## config.mk

```make
export PLATFORM = sky130hd
export DESIGN_NAME = adc_seq_ctrl
export DESIGN_NICKNAME = d
export VERILOG_FILES = /design/src/rtl/adc_seq_ctrl.sv
export SDC_FILE = /design/constraint.sdc
export NUM_CORES = 1
export LEC_CHECK = 0
export CAP_MARGIN = 0
export CORE_UTILIZATION = 57
export CTS_CLUSTER_DIAMETER = 120
export CTS_CLUSTER_SIZE = 40
export DETAILED_ROUTE_END_ITERATION = 8
export PLACE_DENSITY = 0.95
export SLEW_MARGIN = 20
export SYNTH_ARGS = -nofsm -noshare
export SYNTH_HDL_FRONTEND = slang
export SYNTH_SLANG_ARGS = --single-unit
```

## constraint.sdc

```tcl
create_clock -name CLK -period 6.6 [get_ports CLK]
set_input_delay 0.99 -clock CLK [delete_from_list [all_inputs] [get_ports CLK]]
set_output_delay 0.99 -clock CLK [all_outputs]
set_load 0.02 [all_outputs]
```

## src/rtl/adc_seq_ctrl.sv

```systemverilog
// adc_seq_ctrl: conversion sequencer for the SAR ADC. Issues GO pulses, captures results,
// accumulates bursts of NSAMP+1 samples, with continuous mode, inter-conversion gap and VALID watchdog.
module adc_seq_ctrl #(
   parameter int RES_W  = 5,
   parameter int NS_W   = 5,
   parameter int TO_CYC = 255
) (
   input  logic                  CLK,
   input  logic                  RST,
   input  logic                  START,
   input  logic                  ABORT,
   input  logic                  CONT,
   input  logic [NS_W-1:0]       NSAMP,
   input  logic [7:0]            INTERVAL,
   output logic                  ADC_GO,
   input  logic                  ADC_VALID,
   input  logic [RES_W-1:0]      ADC_RESULT,
   output logic [RES_W-1:0]      LAST,
   output logic [RES_W+NS_W-1:0] SUM,
   output logic [NS_W:0]         CNT,
   output logic                  BUSY,
   output logic                  DONE,
   output logic                  TOUT
);

   localparam int AW = RES_W + NS_W;
   localparam int TW = $clog2(TO_CYC + 1);

   typedef enum logic [1:0] {IDLE, GO, WAIT, GAP} state_t;

   state_t          r_state;
   state_t          w_nextState;
   logic [AW-1:0]   r_acc;
   logic [TW-1:0]   r_timer;
   logic [7:0]      r_gap;
   logic [AW-1:0]   w_sum;
   logic [NS_W:0]   w_cntInc;
   logic [NS_W:0]   w_target;
   logic            w_start;
   logic            w_accept;
   logic            w_complete;
   logic            w_timeout;

   always_comb begin
      w_sum       = r_acc + AW'(ADC_RESULT);
      w_cntInc    = CNT + (NS_W+1)'(1);
      w_target    = {1'b0, NSAMP} + (NS_W+1)'(1);
      w_start     = (r_state == IDLE) && START && !ABORT;
      w_accept    = (r_state == WAIT) && ADC_VALID && !ABORT;
      // NSAMP is compared live; >= keeps a shrunk NSAMP from running the burst past its end
      w_complete  = w_accept && (w_cntInc >= w_target);
      // Timer reaches TO_CYC-1 on this edge; a coincident VALID takes priority
      w_timeout   = (r_state == WAIT) && !ADC_VALID && !ABORT && (r_timer == TW'(TO_CYC - 2));
      w_nextState = r_state;
      if (ABORT) begin
         w_nextState = IDLE;
      end else begin
         case (r_state)
            IDLE: if (START) w_nextState = GO;
            GO:   w_nextState = WAIT;
            WAIT: begin
               if (w_accept) begin
                  if (w_complete && !CONT) w_nextState = IDLE;
                  else if (INTERVAL == 8'd0) w_nextState = GO;
                  else w_nextState = GAP;
               end else if (w_timeout) begin
                  w_nextState = IDLE;
               end
            end
            GAP:  if (r_gap == 8'd0) w_nextState = GO;
            default: w_nextState = IDLE;
         endcase
      end
   end

   always_ff @(posedge CLK or posedge RST) begin
      if (RST) begin
         r_state <= IDLE;
      end else begin
         r_state <= w_nextState;
      end
   end

   always_ff @(posedge CLK or posedge RST) begin
      if (RST) begin
         ADC_GO  <= 1'b0;
         BUSY    <= 1'b0;
         DONE    <= 1'b0;
         TOUT    <= 1'b0;
         LAST    <= '0;
         SUM     <= '0;
         CNT     <= '0;
         r_acc   <= '0;
         r_timer <= '0;
         r_gap   <= '0;
      end else begin
         ADC_GO <= (w_nextState == GO);
         BUSY   <= (w_nextState != IDLE);
         DONE   <= w_complete;
         if (w_start) begin
            r_acc <= '0;
            CNT   <= '0;
            TOUT  <= 1'b0;
         end
         if (w_timeout) begin
            TOUT <= 1'b1;
         end
         if (w_accept) begin
            LAST <= ADC_RESULT;
            if (w_complete) begin
               SUM <= w_sum;
            end
            if (w_complete && CONT) begin
               r_acc <= '0;
               CNT   <= '0;
            end else begin
               r_acc <= w_sum;
               CNT   <= w_cntInc;
            end
         end
         r_timer <= (r_state == WAIT) ? r_timer + TW'(1) : '0;
         // INTERVAL is latched only on GAP entry, then counted down to zero
         if ((r_state == WAIT) && (w_nextState == GAP)) begin
            r_gap <= INTERVAL;
         end else if ((r_state == GAP) && (r_gap != 8'd0)) begin
            r_gap <= r_gap - 8'd1;
         end
      end
   end

endmodule
```

==> flow_metrics.tcl, run 1 <==
set metrics [dict create \
    area_growth_pct 22.0 \
    startpoint_type "input port" \
    fin_crit_sh_pct 52.8 \
    insertion_delay_ns 0.32 \
    layout-drive-gt1-share_pct 9.15 \
    rsz0062_at_grt "false" \
    core-area_mm2 0.00479 \
    critPathArrivalTime_ns 3.69 \
    r2r_start "CNT[0]" \
    setup_viol_count_final 0 \
    critPathRequiredTime_ns 6.80 \
    fin_skew_ns 0.0116 \
    max_stage_delay_ns 0.53 \
    tritoncts "yes" \
    synth_top_area_cell "dfrtp_1" \
    rrSetupSlack_ns 3.67 \
    synthTopCellsByCount "53 x dfrtp_1, 22 x nand2_1, 21 x o21ai_0" \
    hold_viol 0 \
    dieArea_mm2 0.00530 \
    synth.most_common_cell "dfrtp_1" \
    drcViolationCount 0 \
    crit_family "simple AND/OR/NAND/NOR gates" \
    cp_common_cell "or2_2" \
    vias 2279 \
    final_period_minus_worst_setup_slack_ns 3.49 \
    ctsHoldBuffers 0 \
    synthTopCellsByArea "dfrtp_1 46%, ha_1 7.4%, mux2_2 4.7%" \
    viasPerCell 5.77 \
    fmax_ghz 0.287 \
    worst-path-buf-inv 1 \
    crit_fanout 15 \
    fin_setup_tns_ns 0 \
    synth_edf_count 0 \
    wl_um 6040 \
    portBuffers 48 \
    ys_seq_elements 53 \
    die_w_um 72.8 \
    end_kind "flop" \
    whs_endpoint "SUM[5]" \
    synth_warnings 0 \
    synth_cell_types 43 \
    antenna_found_initial 0 \
    fin_hold_ws_ns 0.494 \
    async_flop_share_pct 100 \
    dieHeight_um 72.8 \
    placed_cell_area_mm2 0.00339 \
    ctsResizeCount 0 \
    first_pass_iters 5 \
    initial_core_util_pct 59.7 \
    synth_area_per_cell_um2 10.2 \
    ir_drop_v 0.000122 \
    drv_slew 0 \
    hp-start "SUM[5]" \
    hold_class "flop to flop" \
    synth_cells 280 \
    post_cts_buffers 0 \
    drt-initial-drc-count 151 \
    drv_cap 0 \
    worstSetupPathType "input port to flop" \
    clkTransAtPathRegs_ns 0.11 \
    grt_pass1_vias 2166 \
    stdcell_area_mm2 0.00348 \
    grt_max_degree 54 \
    synth_area_mm2 0.00286 \
    cts.htree.levels 2 \
    cts_buffer_depth 2 \
    r2r-end "r_gap[7]" \
    overflow 0 \
    detailed_place_hpwl_um 4370 \
    rr_worst_depth 8 \
    wire_per_inst_um 15.3 \
    synthesis.nets 322 \
    ys.flop_type "dfrtp_1" \
    worstHoldPathCells 2 \
    path_cells "clkdlybuf4s50_1, nand3_1, or2_2, ha_1, or2_2, and4b_1, a21oi_2, mux2_2" \
    cpMaxStageDelayCell "clkdlybuf4s50_1" \
    gp_congestion 0.817 \
    boundaryPins 49 \
    tightest_slew_ns 0.877 \
    p_leak_nw 1.54 \
    ant_nets 0 \
    clock-sinks 53 \
    diodes 0 \
    rows 25 \
    grt_pass1_wl_um 10100 \
    grt_usage_pct 25.0 \
    outcome "completed" \
    ys_seq_area_share_pct 46.4 \
    powerDensity_mw_per_mm2 241 \
    nNetsFinal 369 \
    cts_buffers 5 \
    synth_top_area_share_pct 46.4 \
    maxSlewHeadroom_pct 41.5 \
    cts-root-buf "clkbuf_8" \
]
==> metal layers <==
metal	GRT usage (%)	routed length, µm	vias to the layer above
li1	-	-	1100
met1	33.3	2670	1097
met2	40.7	2990	71
met3	4.28	255	11
met4	10.5	117	0
met5	0	0	-
==> state kept, by name (all words and copies together) (netlist names) <==
name     count
ADC_GO       1
CNT          6
r_gap        8
TOUT         1
SUM         10
BUSY         1
DONE         1
LAST         5
r_acc       10
r_timer      8
r_state      2
==> kinds of logic after synthesis <==
group	count (synthesis)	synth area share [%]
AND/OR/NAND/NOR	87	15.5
AO/OA/AOI/OAI	69	15.5
flip-flops	53	46.4
XOR/XNOR	21	6.44
buffers and inverters	19	2.80
adder cells (fa/ha/maj)	18	8.15
multiplexers	13	5.08
==> metrics by stage <==
stage / total power, mW / instances / setup slack (ns) / util (%)
final: 0.840 / 395 / 3.11 / 72.8
after global routing: 0.890 / 395 / 2.91 / 72.8
after CTS: 0.843 / 395 / 3.12 / 72.8
after detailed placement: 0.654 / 387 / 2.79 / 70.8
after global placement: 0.640 / 387 / 2.89 / 70.8
after floorplan: 0.562 / 280 / 3.74 / -
==> layout make-up <==
class                           instances  area (µm²)
Multi-Input combinational cell        208        1450
Tap cell                               67        83.8
Sequential cell                        53        1330
Fill cell                             328        1300
Inverter                                9        35.0
Timing Repair Buffer                   50         495
Clock buffer                            5        68.8
Clock inverter                          3        25.0
==> layout by cell type (no fill, tap or decap), types with 2 or more instances in the layout <==
cell and n:
a211oi_1 6, a21o_1 6, a21oi_1 12, a22o_1 10
a31oi_1 7, and3_1 2, buf_4 2, clkbuf_8 5
clkdlybuf4s50_1 48, dfrtp_1 53, ha_1 17, inv_1 8
mux2_2 12, nand2_1 22, nand2b_1 4, nand3_1 15
nor2_1 18, nor3_1 4, nor3b_1 2, nor4_1 3
o21ai_0 21, or2_2 2, or3_1 6, xnor2_1 12
xor2_1 9
==> worst max path at each step <==
stage	start	end	cells after the start
after floorplan	NSAMP[2]	r_acc[9]	10
after global placement	NSAMP[0]	SUM[1]	9
after detailed placement	NSAMP[0]	SUM[3]	9
after CTS	NSAMP[0]	SUM[3]	9
after global routing	NSAMP[0]	SUM[2]	9
final	NSAMP[2]	r_gap[7]	8
==> report_power, final <==
part	internal, mW	switching (mW)
Combinational	0.116	0.115
Sequential	0.375	0.0441
Clock	0.0768	0.114
==> worst min-delay path, delay by kind of cell (launching register included) <==
kind | cells | cell delay [ns]
DFF | 1 | 0.36
AOI/OAI and AO/OA | 1 | 0.06
and+or+nand+nor | 1 | 0.05
No activity file was read; power rests on OpenSTA's default activity.
==> inputs of run 2 (changes only) <==
CORE_UTILIZATION = 53   (was 57)
PLACE_DENSITY = 0.9   (was 0.95)
clock period = 3.4 ns   (was 6.6 ns; I/O delays follow)
==> run 2 against run 1 <==
Non-clock buffer count grew 2. Die area grew 7.3%. Clock-buffer cell count increased by 1. Via count up 0.61%. Worst setup slack got worse by 2.6 ns. Global-route usage fell by 1.8 points. Clock power up 91%. Core utilization down 4.7 points. Register-to-register slack lost 3.0 ns. Sequential share of layout area fell by 0.16 points. Cell count grew 1.0%. First-iteration DRC count up 39%. Highest routed layer unchanged.
==> flow_metrics.tcl, run 2 (synthesized netlist as in run 1, its figures left out) <==
set metrics [dict create \
    outcome "completed" \
    overflow 0 \
    clock-sinks 53 \
    critPathRequiredTime_ns 3.61 \
    cts-root-buf "clkbuf_8" \
    fmax_ghz 0.344 \
    nNetsFinal 371 \
    tritoncts "yes" \
    wire_per_inst_um 15.0 \
    drv_cap 0 \
    tightest_slew_ns 0.904 \
    insertion_delay_ns 0.31 \
    fin_setup_tns_ns 0 \
    mostFrequentLayoutCells "53 x dfrtp_1, 48 x clkdlybuf4s50_1, 22 x nand2_1" \
    dieArea_mm2 0.00569 \
    end_kind "flop" \
    final_period_minus_worst_setup_slack_ns 2.90 \
    r2r_start "CNT[0]" \
    rr_worst_depth 9 \
    setup_viol_count_final 0 \
    dp.cells 392 \
    grt_usage_pct 23.3 \
    boundaryPins 49 \
    ir_drop_v 0.000234 \
    diodes 0 \
    ctsHoldBuffers 0 \
    powerDensity_mw_per_mm2 463 \
    multi_input_area_mm2 0.00145 \
    final_common_cell "dfrtp_1" \
    rsz0062_at_grt "false" \
    grt_pass1_vias 2193 \
    dieHeight_um 75.4 \
    fin_cells 399 \
    crit_fanout 10 \
    worstSetupPathType "input port to flop" \
    critPathArrivalTime_ns 3.12 \
    initial_core_util_pct 55.6 \
    setup.worst_path.start "NSAMP[0]" \
    drv_slew 0 \
    ant_nets 0 \
    drt-initial-drc-count 210 \
    hold_class "flop to flop" \
    grt_pass1_wl_um 10000 \
    startpoint_type "input port" \
    grt_max_degree 54 \
    cts_buffer_depth 2 \
    placed_cell_area_mm2 0.00341 \
    detailed_place_hpwl_um 4350 \
    clkTransAtPathRegs_ns 0.09 \
    gp_congestion 0.847 \
    p_leak_nw 1.55 \
    top_regs "SUM: 10 flops, r_acc: 10 flops" \
    dp_worst_setup_slack_ns 0.211 \
    die_w_um 75.4 \
    seq_area_mm2 0.00133 \
    hold_viol 0 \
    core-area_mm2 0.00514 \
    cts_buffers 5 \
    ctsResizeCount 0 \
    stdcell_area_mm2 0.00350 \
    drcViolationCount 0 \
    fin_ws_ns 0.497 \
    fin_crit_sh_pct 85.4 \
    fillCellCount 421 \
    antenna_found_initial 0 \
    maxSlewHeadroom_pct 39.7 \
    layout-drive-gt1-share_pct 9.42 \
    viasPerCell 5.75 \
    rrSetupSlack_ns 0.64 \
    cts.htree.levels 2 \
    power_mw 1.62 \
    vias 2293 \
    first_pass_iters 4 \
    portBuffers 48 \
    post_cts_buffers 0 \
    wl_um 5970 \
    rows 26 \
    fin_skew_ns 0.00770 \
    r2r-end "SUM[9]" \
    crit_end "SUM[9]" \
    area_growth_pct 22.5 \
]
-- run 2: cell count changes in the layout (fill, tap and decap cells not counted), sizes merged --
cell    before  now
clkbuf       5    6
inv          9    8
buf          2    4
clkinv       2    1
-- run 2: worst max-delay path: stages --
cell and delay [ns]:
clkdlybuf4s50_1 0.51, ha_1 0.20, nand3_1 0.10, xor2_1 0.15, ha_1 0.31, nand3_1 0.09, o21ai_1 0.33, nand3_1 0.40
buf_4 0.31, o21ai_0 0.21
-- run 2: how the worst min path moves through the flow --
stage / startpoint / end / slack (ns) / cells after the start
2_1_floorplan: r_timer[0] / r_timer[0] / 0.46 / 1
3_3_place_gp: SUM[9] / SUM[9] / 0.47 / 2
3_5_place_dp: SUM[6] / SUM[6] / 0.47 / 2
4_1_cts: SUM[6] / SUM[6] / 0.49 / 2
5_1_grt: r_timer[0] / r_timer[0] / 0.52 / 1
6_report: SUM[6] / SUM[6] / 0.49 / 2
-- run 2: through the flow --
step / utilization [%] / hold slack (ns)
5_1_grt: 68.1 / 0.519
2_1_floorplan: - / 0.461
6_report: 68.1 / 0.488
3_5_place_dp: 66.3 / 0.471
3_3_place_gp: 66.3 / 0.466
4_1_cts: 68.1 / 0.492
-- run 2: layer usage --
| layer | up-vias | wire (µm) | share of wire, % | global-route usage [%] |
|---|---|---|---|---|
| met1 | 1118 | 2620 | 44 | 30.7 |
| li1 | 1099 | - | - | - |
| met5 | - | 0 | 0 | 0 |
| met2 | 67 | 2960 | 50 | 39.1 |
| met4 | 0 | 87 | 1.5 | 7.20 |
| met3 | 9 | 303 | 5.1 | 4.50 |
-- run 2: final cells by class --
cell class	count	area share, %
Clock inverter	1	0.215
Inverter	9	1.00
Tap cell	70	2.50
Clock buffer	6	2.36
Multi-Input combinational cell	208	41.4
Timing Repair Buffer	52	14.6
Sequential cell	53	37.9
-- run 2: where the power goes --
group	switching [mW]	internal [mW]	total, mW	leakage, nW
clock network	0.204	0.161	0.365	0.0433
logic	0.221	0.225	0.446	0.802
registers	0.0798	0.729	0.809	0.707
==> inputs of run 3 (changes only) <==
CORE_MARGIN = 4   (was default)
==> run 3 against run 2 <==
Flip-flop and latch count is the same. Cell count grew 0.25%. Routed wire length grew 3.3%. Design area grew 0.57%. Global-route usage shrank 3.2 points. Clock-buffer cell count shrank 1. First-iteration DRC count shrank 38%. Register-to-register slack gained 0.12 ns. Combinational power is essentially flat. Fmax grew 4.4%. Power grew 3.6%. Largest power group unchanged.
==> flow_metrics.tcl, run 3 (synthesized netlist as in run 1, its figures left out) <==
set metrics [dict create \
    grt_max_degree 35 \
    overflow 0 \
    die_w_um 81.4 \
    drcViolationCount 0 \
    grt_pass1_vias 2256 \
    stdcell_area_mm2 0.00352 \
    hold_class "flop to flop" \
    drv_slew 0 \
    cts.htree.levels 2 \
    worstSetupPathType "input port to flop" \
    clock-sinks 53 \
    drv_cap 0 \
    cts-root-buf "clkbuf_8" \
    portBuffers 48 \
    area_growth_pct 23.2 \
    dieArea_mm2 0.00663 \
    ctsResizeCount 0 \
    ant_nets 0 \
    maxSlewHeadroom_pct 45.6 \
    antenna_found_initial 0 \
    setup_viol_count_final 0 \
    fin_crit_sh_pct 81.8 \
    vias 2253 \
    max_stage_delay_ns 0.50 \
    final_common_cell "dfrtp_1" \
    clkTransAtPathRegs_ns 0.09 \
    critPathRequiredTime_ns 3.59 \
    final_period_minus_worst_setup_slack_ns 2.78 \
    boundaryPins 49 \
    grt_usage_pct 20.1 \
    cts_buffers 5 \
    dp_worst_setup_slack_ns 0.278 \
    crit_family "buffers and inverters" \
    wl_um 6170 \
    fin_ws_ns 0.620 \
    detailed_place_hpwl_um 4550 \
    powerDensity_mw_per_mm2 477 \
    hold_viol 0 \
    rr_worst_depth 10 \
    insertion_delay_ns 0.30 \
    fillCellCount 387 \
    gp_congestion 0.822 \
    diodes 0 \
    power_mw 1.68 \
    placed_cell_area_mm2 0.00342 \
    rrSetupSlack_ns 0.76 \
    layout-drive-gt1-share_pct 9.70 \
    tightest_slew_ns 0.811 \
    fin_skew_ns 0.00449 \
    drt-initial-drc-count 130 \
    nNetsFinal 372 \
    top_regs "SUM: 10 flops, r_acc: 10 flops" \
    tritoncts "yes" \
    dp.cells 393 \
    initial_core_util_pct 55.2 \
    fmax_ghz 0.360 \
    rows 26 \
    worst-path-stages 11 \
    rsz0062_at_grt "false" \
    cts_buffer_depth 2 \
    post-route-util_pct 68.0 \
    post_cts_buffers 0 \
    fin_setup_tns_ns 0 \
    viasPerCell 5.63 \
    cpMaxStageDelayCell "clkdlybuf4s50_1" \
    first_pass_iters 4 \
    crit_fanout 11 \
    p_leak_nw 1.57 \
    worstHoldPathCells 2 \
    wire_per_inst_um 15.4 \
    mostFrequentLayoutCells "53 x dfrtp_1, 48 x clkdlybuf4s50_1, 22 x nand2_1" \
    core-area_mm2 0.00517 \
    grt_pass1_wl_um 10300 \
    fin_hold_ws_ns 0.489 \
    ctsHoldBuffers 0 \
    end_kind "flop" \
    ir_drop_v 0.000246 \
    outcome "completed" \
    cp_common_cell "nand3_1" \
    path_cells "clkdlybuf4s50_1, ha_1, nand3_1, xor2_1, ha_1, nand3_1, o21ai_1, nand3_1, buf_4, nand2_1, o21ai_0" \
    critPathArrivalTime_ns 2.97 \
    startpoint_type "input port" \
    dieHeight_um 81.4 \
    worst-path-buf-inv 2 \
    fin_cells 400 \
]
[run 3: worst paths after layout]
check	startpoint	to
min in group asynchronous	RST	SUM[8]
hold reg to reg	SUM[9]	SUM[9]
setup / recovery	NSAMP[0]	SUM[8]
hold / removal	SUM[9]	SUM[9]
max in group asynchronous	RST	r_timer[6]
setup reg to reg	CNT[0]	r_acc[9]
[run 3: layer usage]
| metal | share of wire, % | vias to the layer above | GRT usage (%) | wire [µm] |
|---|---|---|---|---|
| li1 | - | 1102 | - | - |
| met1 | 45 | 1087 | 27.0 | 2790 |
| met2 | 49 | 62 | 33.7 | 3040 |
| met3 | 4.9 | 2 | 3.73 | 301 |
| met4 | 0.63 | 0 | 4.56 | 39 |
| met5 | 0 | - | 0 | 0 |
[run 3: layout make-up]
type                            instances  area [µm²]  share of cell area, %
Inverter                                9        33.8                  0.960
Multi-Input combinational cell        208        1450                   41.2
Tap cell                               70        87.6                   2.49
Clock inverter                          2        35.0                  0.995
Sequential cell                        53        1330                   37.7
Timing Repair Buffer                   53         518                   14.7
Clock buffer                            5        68.8                   1.96
[run 3: tightest hold or removal path: stages, from the launching register on]
cell	delay [ns]
dfrtp_1	0.35
nand2_1	0.04
o21ai_0	0.06
[run 3: power breakdown]
group	switching, mW	total [mW]	leakage, nW	internal (mW)
clock network	0.202	0.416	0.0540	0.214
logic	0.222	0.448	0.807	0.226
registers	0.0848	0.814	0.707	0.729
